<file path="src/rtl/btn_led_arbiter.sv">
// btn_led_arbiter: debounces two active-low buttons and round-robin grants the LED bank
// to one requester at a time for a fixed hold period.
module btn_led_arbiter #(
   parameter int unsigned DEBOUNCE_CYCLES = 270000,
   parameter int unsigned HOLD_CYCLES     = 13500000
) (
   input  logic       clk,
   input  logic       rst,
   input  logic       btn1,
   input  logic       btn2,
   output logic [5:0] led,
   output logic [1:0] grant,
   output logic       busy
);
   localparam int unsigned DW = $clog2(DEBOUNCE_CYCLES + 1);
   localparam int unsigned HW = $clog2(HOLD_CYCLES + 1);
   typedef enum logic [1:0] {IDLE, G1, G2} state_t;
   state_t state_q, state_d;
   logic [1:0] s1_q, s2_q, deb_q, deb_d, ev_q, ev_d, pend_q, pend_d, req, enter;
   logic [DW-1:0] cnt_q [2];
   logic [DW-1:0] cnt_d [2];
   logic [HW-1:0] hold_q, hold_d;
   logic last2_q, last2_d, hold_end, pick1;
   always_comb begin
      for (int i = 0; i < 2; i++) begin
         deb_d[i] = deb_q[i] ^ ((s2_q[i] != deb_q[i]) && (cnt_q[i] == DW'(DEBOUNCE_CYCLES - 1)));
         ev_d[i]  = deb_q[i] & ~deb_d[i];
         cnt_d[i] = ((s2_q[i] != deb_q[i]) && (deb_d[i] == deb_q[i])) ? cnt_q[i] + DW'(1) : '0;
      end
      req      = pend_q | ev_q;
      hold_end = hold_q == HW'(HOLD_CYCLES - 1);
      // last2_q set means btn2 was served last, so btn1 wins a tie
      pick1    = req[0] & (~req[1] | last2_q);
      state_d  = state_q == G1 ? (hold_end ? (req[1] ? G2 : IDLE) : G1) :
                 state_q == G2 ? (hold_end ? (req[0] ? G1 : IDLE) : G2) :
                 (|req ? (pick1 ? G1 : G2) : IDLE);
      enter    = {state_d == G2 && state_q != G2, state_d == G1 && state_q != G1};
      // an owner's own press during its grant is dropped rather than latched
      pend_d   = (pend_q | (ev_q & {state_q != G2, state_q != G1})) & ~enter;
      last2_d  = enter[1] | (last2_q & ~enter[0]);
      hold_d   = (state_d == state_q && state_q != IDLE) ? hold_q + HW'(1) : '0;
   end
   always_ff @(posedge clk) begin
      if (rst) begin
         s1_q    <= '1;
         s2_q    <= '1;
         deb_q   <= '1;
         ev_q    <= '0;
         pend_q  <= '0;
         cnt_q   <= '{default: '0};
         state_q <= IDLE;
         hold_q  <= '0;
         last2_q <= 1'b1;
         led     <= '1;
         grant   <= '0;
         busy    <= 1'b0;
      end else begin
         s1_q    <= {btn2, btn1};
         s2_q    <= s1_q;
         deb_q   <= deb_d;
         ev_q    <= ev_d;
         pend_q  <= pend_d;
         cnt_q   <= cnt_d;
         state_q <= state_d;
         hold_q  <= hold_d;
         last2_q <= last2_d;
         led     <= state_d == G1 ? 6'b111000 : state_d == G2 ? 6'b000111 : 6'b111111;
         grant   <= {state_d == G2, state_d == G1};
         busy    <= state_d != IDLE;
      end
   end
endmodule

</file>
<file path="config.mk">
export PLATFORM = sky130hd
export DESIGN_NAME = btn_led_arbiter
export DESIGN_NICKNAME = d
export VERILOG_FILES = /design/src/rtl/btn_led_arbiter.sv
export SDC_FILE = /design/constraint.sdc
export NUM_CORES = 1
export LEC_CHECK = 0
export CAP_MARGIN = 20
export CORE_MARGIN = 3
export CORE_UTILIZATION = 35
export DETAILED_ROUTE_END_ITERATION = 8
export PLACE_DENSITY_LB_ADDON = 0.3
export SKIP_LAST_GASP = 1
export SYNTH_ARGS = -nofsm -noshare
export SYNTH_HDL_FRONTEND = slang
export SYNTH_SLANG_ARGS = --single-unit
</file>
<file path="constraint.sdc">
create_clock -name clk -period 3 [get_ports clk]
set_clock_uncertainty 0.2 [all_clocks]
set_input_delay 0.3 -clock clk [delete_from_list [all_inputs] [get_ports clk]]
set_output_delay 0.3 -clock clk [all_outputs]
set_load 0.05 [all_outputs]
</file>
==> results.md, run 1 <==
- The final period demand of the worst path is 2410 ps.
- The number of sinks driven by the clock tree is 80.
- The cell with the most instances after synthesis is dfxtp_1.
- The worst setup path is captured at a register.
- The largest net degree at the start of global routing is 24.
- The power density relative to cell area is 495 nW/um^2.
- Counting flops with an async set or reset pin after synthesis yields a share of 0%.
- Yosys printed 0 warnings.
- The average cell area after synthesis is 9.08 sq um.
- The static leakage power is roughly 1.3 nW.
- The number of design rule violations left after detail routing is 0.
- Counting instances, the worst hold path has a depth of 1.
- The region available for standard cell placement spans roughly 9400 sq um.
- For this run, the leading register cell type out of synthesis is dfxtp_1.
- The ratio of cells with drive above 1 in the final layout is under 10%.
- By area the synthesized netlist is led by dfxtp_1 (47%), xor2_1 (8.4%), nor2_1 (6.9%), xnor2_1 (4.8%), nand3_1 (3.2%).
- Summed over its instances, the top area cell type makes up a little under half of the synthesized netlist area.
- The first detailed-routing pass ran for 4 iterations.
- The estimated wirelength of the detail-placed design is around 4.3 mm.
- The leading area contributor after synthesis is dfxtp_1.
- Measured along the x axis, the die boundary spans about 110 microns.
- In this run, the number of DRC markers left after iteration 0 of detailed routing was 87.
- After filler insertion, the fill cell instance count of the layout stands at 944.
- In this run, distinct cell masters in the synthesized netlist total between 40 and 50.
- Using the TritonRoute via totals, the vias-per-cell ratio works out to 4.82.
- The startpoint of the most critical hold path is s1_q[0].
- For this design, the CTS-stage hold fixing added 0 buffers.
- From synthesis to final layout, the design area changed by 13.2%.
- During placement, the flow inserted port buffers numbering 12.
- The setup total negative slack is 0 ps.
- The logic depth of the worst register-to-register path is 9.
- The netlist area before placement is 3440 sq um.
- The class of the tightest hold or removal check is register to register.
- The wire length of the first global-routing pass is between 10 and 15 mm.
- Once detail routing completed, the nets flagged for antenna violations numbered 0.
- The hold violation count in the final report is 0.
- The flow ran to the end, and the final reports show no timing, DRC or antenna violations.
- The cell sitting at the root of the clock tree is a clkbuf_8.
- The clock network latency to the later pin of the worst-skew pair is approximately 340 ps.
- The commonest cells after synthesis are dfxtp_1 (80), nor2_1 (63), xor2_1 (33).
- The post-CTS setup buffer count is 0.
- The overall die area is 11100 sq um.
- The final wirelength is about 6 mm.
- The post-synthesis net count is ~390.
- The part of the Yosys area used for sequential elements is roughly 47%.
- The number of gates resized after cts is 0.
- 13 I/O pins were placed.
- The leftover overflow at the end of global routing is 0.
- In the synthesized netlist, the number of instances is 379.
- The startpoint identified for the worst register-to-register timing path is cnt_q[19].
- The final antenna diode count is 0.
- The floorplan step set the die height to approximately 110 microns.
- The total clock buffers created by CTS is 9.
- Setup violations remaining at the end of the flow were counted as 0.
- Final hold analysis gives a worst-case slack of roughly 220 ps.
- The maximum buffer depth of the clock tree is 2.
- STA puts the critical path data required time at 3030 ps.
- The type of the setup path with the least slack is register to register.
- The maximum fanout encountered on the critical timing path is 12.
- The actual slew at the worst max-slew pin is roughly 670 ps.
- The via total after detailed routing is about 2500.
- The slack of the worst reg-to-reg path is slightly below 600 ps.
- The share of total power dissipated in the clock network is 43.8%.
- The number of global-route vias before repair is 2357.
- The reg-to-reg critical path endpoint is cnt_q[35].
- After detailed routing, the average wire length per cell comes to roughly 11 microns.
- The worst slew margin relative to its limit is 55.0%.
- In this run the worst setup path begins at cnt_q[19].
- The count of maximum capacitance violations is 0.
- The terminating pin of the worst hold path is s2_q[0].
- The CTS H-tree depth is 3.
- The site row count is 35.
- The net switching share of the total power is approximately a fifth.
- At the end of routability-driven placement, the weighted congestion stood at a little under 0.8.
- The peak supply drop is approximately 230 uV.
- The initial utilization of the core area, before any placement, comes to 36.5%.
- The synthesized design contains 0 enable-type register cells.
- The final max-slew violation count is 0.
- After clock tree synthesis, the clock-pin slew on the worst setup and hold paths is 80 ps.
- The final net count is 403.
- Data arrives at the worst endpoint at approximately 2400 ps.
- The type of origin of the critical path is a register.
- Of the available clock period, the critical path in the final layout requires roughly 80%.
- Derived from the worst setup path, the maximum achievable clock frequency is slightly above 400 MHz.
- The part of the total power dissipated in combinational logic is less than 1%.
- Of the total power, registers draw between 50 and 60%.
- The internal power contribution is 1.54 mW.
- The initial antenna violation count is 0.
- In the global route stage, overall resource usage came out at roughly 11%.
- Counting flops and latches in the post-synthesis netlist gives 80.
- For this design the total switching power over the nets is just under 0.4 mW.
- Setup repair after global routing left no endpoint under its margin.
- TritonCTS built the clock tree.
state kept, by name, indices dropped and copies added, names as in the netlist:
register  flops
cnt_q        38
led           2
hold_q       24
grant         2
pend_q        2
busy          1
ev_q          2
deb_q         2
s2_q          2
last2_q       1
state_q       2
s1_q          2
power by group through the flow:
| stage | Clock, mW | Combinational [mW] | Sequential [mW] |
|---|---|---|---|
| floorplan | 0 | 0.00874 | 1.09 |
| global placement | 0 | 0.0176 | 1.09 |
| detailed placement | 0 | 0.0177 | 1.09 |
| CTS | 0.879 | 0.0178 | 1.07 |
| global route | 0.919 | 0.0196 | 1.07 |
| finish | 0.845 | 0.0173 | 1.07 |
logic make-up (layout without fill, tap and decap cells):
logic type | after synthesis | after routing | synth area share (%)
buffers and inverters | 22 | 42 | 3.13
muxes | 2 | 2 | 0.582
AOI/OAI and AO/OA | 28 | 28 | 5.09
and+or+nand+nor | 190 | 190 | 29.6
xor gates and xnor gates | 52 | 52 | 13.2
DFF | 80 | 80 | 46.6
adders and majority gates | 5 | 5 | 1.82
routing by layer:
metal | track usage, % | vias to the layer above | share of wire [%]
met4 | 4.50 | 0 | 0.98
met5 | 0 | - | 0
met1 | 14.5 | 1195 | 51
met3 | 3.21 | 5 | 2.3
li1 | - | 1327 | -
met2 | 18.1 | 16 | 45
cell usage in the layout (no fill, tap or decap), types with 2 or more instances in the layout:
| cell | instances |
|---|---|
| a21oi_1 | 11 |
| and2_1 | 3 |
| and3_1 | 17 |
| and4_1 | 3 |
| and4_4 | 3 |
| buf_4 | 4 |
| bufinv_16 | 2 |
| clkbuf_1 | 2 |
| clkbuf_8 | 9 |
| clkdlybuf4s50_1 | 12 |
| dfxtp_1 | 80 |
| ha_1 | 5 |
| inv_1 | 10 |
| mux2i_1 | 2 |
| nand2_1 | 22 |
| nand2b_1 | 2 |
| nand3_1 | 22 |
| nand4_1 | 10 |
| nand4_2 | 3 |
| nor2_1 | 63 |
| nor2b_1 | 3 |
| nor3_1 | 9 |
| nor3_2 | 2 |
| nor4_1 | 8 |
| o21ai_0 | 9 |
| or2_2 | 4 |
| or3_1 | 7 |
| xnor2_1 | 19 |
| xor2_1 | 33 |
critical path, stage by stage, from the launching register on:
cell and delay, ps:
dfxtp_1 350, ha_1 250, nand3_1 130, nor4_1 180
nand4_1 150, mux2i_1 220, ha_1 260, nand3_1 230
buf_4 240, nor2_1 60
stage by stage:
step	setup WS [ps]	total power, mW	std cells	utilization [%]	area (sq um)
after global placement	631	1.11	512	39.1	3680
after detailed placement	575	1.11	512	39.1	3680
after CTS	536	1.96	528	41.4	3890
after global routing	279	2.00	528	41.4	3890
final	592	1.93	528	41.4	3890
after floorplan	621	1.10	379	-	3440
area by class of cell:
class	count	area (sq um)	area share (%)
clock buffer	11	131	3.37
clock inverter	5	81.3	2.09
inverter	10	37.5	0.964
multi-input combinational	277	1730	44.4
sequential	80	1600	41.1
tap	129	161	4.15
timing repair buffer	16	150	3.86
worst max-delay path by stage:
stage / slack (ps) / depth (start not counted) / endpoint
2_1_floorplan: 620 / 8 / cnt_q[10]
5_1_grt: 280 / 9 / cnt_q[35]
4_1_cts: 540 / 9 / cnt_q[35]
6_report: 590 / 9 / cnt_q[35]
3_5_place_dp: 570 / 9 / cnt_q[35]
3_3_place_gp: 630 / 9 / cnt_q[36]
Note: power is estimated with default switching activity, not from simulation.
==> inputs of run 2 (changes only) <==
==> constraint.sdc (replaced) <==
create_clock -name clk -period 1.9 [get_ports clk]
set_clock_uncertainty 0.2 [all_clocks]
set_input_delay 0.19 -clock clk [delete_from_list [all_inputs] [get_ports clk]]
set_output_delay 0.19 -clock clk [all_outputs]
set_load 0.05 [all_outputs]
==> results.md, run 2 (synthesized netlist as in run 1, its figures left out) <==
- TritonCTS built the clock tree.
- The arrival time at the worst endpoint is 2140 ps (-300 ps).
- The chip height was 105 microns (unchanged).
- Setup repair after global routing could not meet its margin everywhere.
- The most common cell after layout, fill and taps aside is buf_4.
- The count of maximum capacitance violations came to 0 (unchanged).
- The number of I/O port buffers is 12 (unchanged).
- The utilization after layout is 51.7% (+10 points).
- The total clock buffers created by CTS is 9 (unchanged).
- The worst slew margin relative to its limit is 53.1% (-1.8 points).
- The internal power contribution was 2.35 mW (+52%).
- The checks that failed: setup timing.
- The count of TritonRoute iterations in the first routing pass is 4 (unchanged).
- The net switching share of the total power is 21.9% (+1.9 points).
- The launching point of the worst reg2reg path is cnt_q[17].
- The actual slew at the worst max-slew pin came to 701 ps (+31.4 ps).
- Leaving out fill and tap cells, the most frequent cells in the layout are buf_4 (74), dfxtp_1 (68), nor2_1 (47).
- The run finished, with violations left.
- The estimated wirelength of the detail-placed design was 4.89 mm (+15%).
- The detailed router used layers up to and including met4.
- The ratio of cells with drive above 1 in the final layout is 36.2% (+27 points).
- The post-route standard cell area excluding fillers is 4870 sq um (+25%).
- The largest net degree at the start of global routing is 17 (-29%).
- The number of flip-flops under the largest register name is 38 (unchanged).
- The largest registers in the layout are cnt_q x38, hold_q x24.
- The part of the total power dissipated in combinational logic is 1.7% (+0.8 points).
- The met3 routed wirelength is 168 microns (+24%).
- The maximum fanout encountered on the critical timing path is 8 (-4).
- The hold violation count in the final report came to 0 (unchanged).
- The number of design rule violations left after detail routing is 0 (unchanged).
- The final max-slew violation count is 0 (unchanged).
- The type of the setup path with the least slack is register to register.
- The overall die area was 11100 sq um (unchanged).
- The peak supply drop is 340 uV (+50%).
- The slack of the worst reg-to-reg path is -190 ps (-790 ps).
- Relative to the synthesized area, the layout overhead comes to 41.5%.
- The final net count was 482 (+20%).
- The site row count is 35 (unchanged).
- The initial antenna violation count was 0 (unchanged).
- The number of sinks driven by the clock tree was 80 (unchanged).
- The CTS H-tree depth came to 3 (unchanged).
- The initial cell density of the core is 36.5% (unchanged).
- The mean routed wirelength per cell came to 12.2 microns (+6.8%).
- The pre-CTS worst setup slack is -277 ps (-851 ps).
- The static leakage power was 1.81 nW (+39%).
- The total area of multi-input combinational cells was 2050 sq um (+19%).
- The maximum buffer depth of the clock tree came to 2 (unchanged).
- The power spent charging and discharging nets is 0.660 mW (+71%).
- The fmax is 478 MHz (+15%).
- The via total after detailed routing is 2884 (+13%).
- The number of nets still failing antenna checks after routing came to 0 (unchanged).
- The worst hold path begins at btn2.
- The width of the die is 105 microns (unchanged).
- The data required time of the critical path came to 1950 ps (-1080 ps).
- The overall power consumption is 3.01 mW (+56%).
- The setup total negative slack is -5380 ps (-5380 ps).
- The least setup slack across all paths after layout was -194 ps (-786 ps).
- The element type at the critical path end is a register.
- The fraction of the cycle the final worst path needs is 110% (+30 points).
- The number of setup violations in the final report is 40 (+40).
- The number of DRC markers after the initial detailed-route iteration was 129 (+48%).
- The most critical setup path has its startpoint at cnt_q[17].
- The leftover overflow at the end of global routing is 0 (unchanged).
- The cts-stage hold buffer count came to 0 (unchanged).
- The placeable core area is 9420 sq um (unchanged).
- The clock transition at the registers of the reported paths is 80 ps (about the same).
- The wire length of the first global-routing pass was 12.5 mm (+20%).
- The fill cell total of the finished layout is 831 (-12%).
- The wire length on met2 is 3.81 mm (+40%).
- The number of global-route vias before repair was 2905 (+23%).
- The final antenna diode count is 0 (unchanged).
- The clock network latency to the later pin of the worst-skew pair came to 360 ps (+20 ps).
- The area used by sequential logic in the layout is 1620 sq um (+0.94%).
- The final wirelength is 7.39 mm (+23%).
- The instance area after placement is 4250 sq um (+15%).
- The detailed-route wire length on metal 1 is 3.29 mm (+6.4%).
- The type of origin of the critical path is a register.
- The register bank with the most flops is cnt_q.
- The power density relative to cell area was 619 nW/um^2 (+25%).
- The class of the tightest hold or removal check is primary input to register.
- The final weighted congestion of routability-driven global placement is 0.802 (+1.7%).
- The global-route total usage across every layer is 13.6% (+2.3 points).
- The number of top-level design ports came to 13 (unchanged).
- The per-cell via count in the routed design is 4.75 (-1.4%).
- The proportion of power drawn by the clock network is 42.4% (-1.4 points).
- The power share of the sequential group is 55.9% (+0.6 points).
- The final period demand of the worst path is 2090 ps (-314 ps).
- In this run the clock root is driven by a clkbuf_8.
run 2: changes by cell type in the layout (fill, tap and decap cells not counted), sizes merged:
cell / change
dlygate4sd2: +6
bufinv: -1
inv: +1
nand3: +2
dlymetal6s2s: +3
clkdlybuf4s50: -9
clkinvlp: +1
buf: +76
run 2: final timing paths:
path,cells after the start,to
max,8,cnt_q[7]
min,2,s1_q[1]
max reg2reg,8,cnt_q[7]
min reg2reg,1,s2_q[1]
run 2: per-layer routing:
layer	track usage, %	up-vias
met2	23.8	21
met5	0	-
li1	-	1490
met3	3.71	11
met1	15.9	1362
met4	5.15	0
run 2: power by group through the flow:
| stage | Clock, mW | Sequential, mW | Combinational [mW] |
|---|---|---|---|
| 6_report | 1.28 | 1.68 | 0.0501 |
| 3_5_place_dp | 0 | 1.72 | 0.0342 |
| 3_3_place_gp | 0 | 1.72 | 0.0338 |
| 5_1_grt | 1.38 | 1.68 | 0.0544 |
| 4_1_cts | 1.32 | 1.68 | 0.0480 |
| 2_1_floorplan | 0 | 1.72 | 0.0192 |
run 2: repair_timing:
item / in CTS / in global routing
buffers inserted: 13 / 3
pin swaps: 15 / 3
gates resized for setup: 30 / 32
cloned: 2 / 1
setup endpoints to repair: 48 / 73
run 2: critical path: stages, from the launching register on:
cell and delay (ps):
dfxtp_2 330, nor4_2 270, nand4b_1 150, nor3b_2 190, mux2i_1 250, ha_1 290
nand3_4 120, buf_12 140, nor2_1 40
run 2: area by class of cell:
| type | instances | area share, % |
|---|---|---|
| Multi-Input combinational cell | 279 | 42.1 |
| Sequential cell | 80 | 33.2 |
| Timing Repair Buffer | 93 | 16.3 |
| Tap cell | 129 | 3.32 |
| Clock buffer | 10 | 2.83 |
| Clock inverter | 6 | 1.39 |
| Inverter | 10 | 0.771 |
run 2: stage by stage:
stage          std cells  hold WS (ps)
6_report             607           189
5_1_grt              607           196
2_1_floorplan        379          66.2
3_5_place_dp         572           203
3_3_place_gp         572           195
4_1_cts              603           174
==> inputs of run 3 (changes only) <==
--- a/config.mk
+++ b/config.mk
@@ -6,8 +6,9 @@
 export NUM_CORES = 1
 export LEC_CHECK = 0
 export CAP_MARGIN = 20
+export CORE_ASPECT_RATIO = 1.25
 export CORE_MARGIN = 3
-export CORE_UTILIZATION = 35
+export CORE_UTILIZATION = 54
 export DETAILED_ROUTE_END_ITERATION = 8
 export PLACE_DENSITY_LB_ADDON = 0.3
 export SKIP_LAST_GASP = 1
==> results.md, run 3 (synthesized netlist as in run 1, its figures left out) <==
- Setup repair after global routing could not meet its margin everywhere.
- The worst slew margin relative to its limit is 54.9% (+1.7 points).
- The maximum buffer depth of the clock tree is 2 (unchanged).
- The met1 usage is 25.7% (+9.8 points).
- The least setup slack across all paths after layout is -475 ps (-282 ps).
- The number of I/O port buffers is 12 (unchanged).
- The final reports fail on setup timing.
- The number of global-route vias before repair is 3166 (+9.0%).
- The data required time of the critical path is 1990 ps (+40 ps).
- The root buffer cell is clkbuf_8.
- The post-route standard cell area excluding fillers is 4750 sq um (-2.4%).
- The critical path goes through nor4b_4 > nand4b_1 > nor3b_2 > mux2i_2 > ha_4 > nand3_4 > nor2_1.
- The final antenna diode count was 0 (unchanged).
- The final max-slew violation count came to 0 (unchanged).
- The sum of buffers and inverters on the critical path is 0 (-1).
- STA classifies the critical path startpoint as a register.
- The fraction of the cycle the final worst path needs is 125% (+15 points).
- The final period demand of the worst path is 2380 ps (+282 ps).
- The number of nets still failing antenna checks after routing came to 0 (unchanged).
- In the final layout, the registers with the most flip-flops are cnt_q x38, hold_q x24.
- TritonCTS built the clock tree.
- The power density relative to cell area came to 718 nW/um^2 (+16%).
- The count of maximum capacitance violations is 0 (unchanged).
- The area growth from synthesis to layout is 38.1%.
- The top cell family by delay on the critical path is simple AND/OR/NAND/NOR gates.
- The instance area after placement came to 4160 sq um (-2.1%).
- Leaving out fill and tap cells, the most frequent cells in the layout are dfxtp_1 (69), buf_4 (65), nor2_1 (48).
- The count of TritonRoute iterations in the first routing pass was 5 (+1).
- The clock network latency to the later pin of the worst-skew pair came to 360 ps (about the same).
- The launching instance or port of the critical path is cnt_q[13].
- The terminating pin of the worst hold path is s1_q[1].
- The site row count came to 31 (-11%).
- The global-route total usage across every layer is 24.9% (+11 points).
- The maximum fanout encountered on the critical timing path is 5 (-3).
- The number of design rule violations left after detail routing is 0 (unchanged).
- The static leakage power is 1.70 nW (-6.0%).
- The number of DRC markers after the initial detailed-route iteration is 185 (+43%).
- The pre-CTS worst setup slack is -221 ps (+56.1 ps).
- The width of the die is 77.4 microns (-26%).
- The initial antenna violation count is 0 (unchanged).
- The number of top-level design ports is 13 (unchanged).
- The wire length of the first global-routing pass came to 14.4 mm (+15%).
- The peak supply drop is 797 uV (+130%).
- The largest net degree at the start of global routing is 24 (+7).
- The type of the setup path with the least slack is register to register.
- The logic depth of the worst register-to-register path is 7 (-1).
- The overall die area came to 7370 sq um (-33%).
- The via total after detailed routing is 3079 (+6.8%).
- The placeable core area is 5970 sq um (-37%).
- The flow ran to the end, but the final reports show violations.
- STA classifies the critical path endpoint as a register.
- The critical path's slowest cell is nor3b_2.
- The leftover overflow at the end of global routing is 0 (unchanged).
- The per-cell via count in the routed design is 5.63 (+18%).
- The cts-stage hold buffer count is 0 (unchanged).
- The ratio of cells with drive above 1 in the final layout was 34.2% (-2.0 points).
- The chip height is 95.2 microns (-9.4%).
- The final wirelength is 9.10 mm (+23%).
- The number of sinks driven by the clock tree was 80 (unchanged).
- The CTS H-tree depth came to 3 (unchanged).
- The met3 global-route usage is 6.05% (+2.3 points).
- The number of stages on the worst hold path is 2 (unchanged).
- The number of setup violations in the final report is 44 (+10%).
- The arrival time at the worst endpoint was 2460 ps (+320 ps).
- More flip-flops sit in one register than any other, and that register is cnt_q.
- The total clock buffers created by CTS is 9 (unchanged).
- The library cell used most frequently in the layout, excluding fill and tap cells, is dfxtp_1.
- The fmax came to 421 MHz (-12%).
- The number of flip-flops under the largest register name is 38 (unchanged).
- In this run the most used layer during global routing was met2.
- The final weighted congestion of routability-driven global placement is 0.834 (+4.1%).
- The initial cell density of the core came to 57.6% (+21 points).
- The startpoint of the most critical hold path is btn2.
- The slack of the worst reg-to-reg path is -480 ps (-280 ps).
- The hold violation count in the final report is 0 (unchanged).
- The class of the tightest hold or removal check is primary input to register.
- The clock transition at the registers of the reported paths is 90 ps (about the same).
- The mean routed wirelength per cell is 16.6 microns (+37%).
- The final net count is 469 (-2.7%).
- The endpoint identified for the worst register-to-register timing path is cnt_q[17].
- The utilization after layout was 79.5% (+28 points).
- The met2 track utilization from global routing is 47.0% (+23 points).
- The launching point of the worst reg2reg path is cnt_q[13].
- The estimated wirelength of the detail-placed design is 5.06 mm (+3.5%).
- The peak per-stage delay on the critical path came to 360 ps (+30 ps).
- The actual slew at the worst max-slew pin is 675 ps (-25.8 ps).
run 3: cell types whose count changed in the layout (fill, tap and decap cells not counted), sizes merged, moves of 2 or more:
cell | before | now
clkinv | 2 | 0
dlymetal6s2s | 3 | 1
buf | 80 | 66
nand3 | 24 | 26
bufinv | 1 | 4
run 3: area by class of cell:
type,count,area [sq um]
Multi-Input combinational cell,281,2100
Sequential cell,80,1620
Fill cell,372,1220
Timing Repair Buffer,78,622
Clock buffer,11,141
Clock inverter,5,128
Tap cell,82,103
Inverter,10,37.5
run 3: per-layer routing:
layer	up-vias	wire (microns)
met5	-	0
met4	0	430
met3	42	317
met2	87	4910
met1	1484	3440
li1	1466	-
run 3: report_power, final:
group          internal [mW]  switching [mW]
combinational         0.0175          0.0295
clock                   1.04           0.639
sequential              1.68         0.00358
run 3: timing repair:
item                                    CTS  global route
endpoints found under the setup margin   51            60
setup buffers                             7             4
cloned                                    4             0
pin swaps                                17             7
gates resized for setup                  33            30
run 3: worst reg2reg max path, cell delays in order, from the launching register on:
cell,delay [ps]
dfxtp_2,340
nor4b_4,270
nand4b_1,230
nor3b_2,360
mux2i_2,350
ha_4,230
nand3_4,140
nor2_1,170
run 3: worst max-delay path by stage:
stage	to	slack, ps	cells after the start
6_report	cnt_q[17]	-480	7
3_5_place_dp	cnt_q[11]	-220	7
4_1_cts	cnt_q[13]	-170	7
2_1_floorplan	cnt_q[17]	-110	8
3_3_place_gp	cnt_q[6]	-160	7
5_1_grt	cnt_q[17]	-520	7
run 3: stage by stage:
stage	instances	TNS, ps	total power [mW]	hold WS, ps
4_1_cts	546	-4290	3.41	182
6_report	547	-12880	3.41	184
3_5_place_dp	521	-6910	1.75	201
2_1_floorplan	379	-2040	1.74	66.2
3_3_place_gp	521	-4880	1.75	209
5_1_grt	547	-15420	3.48	181
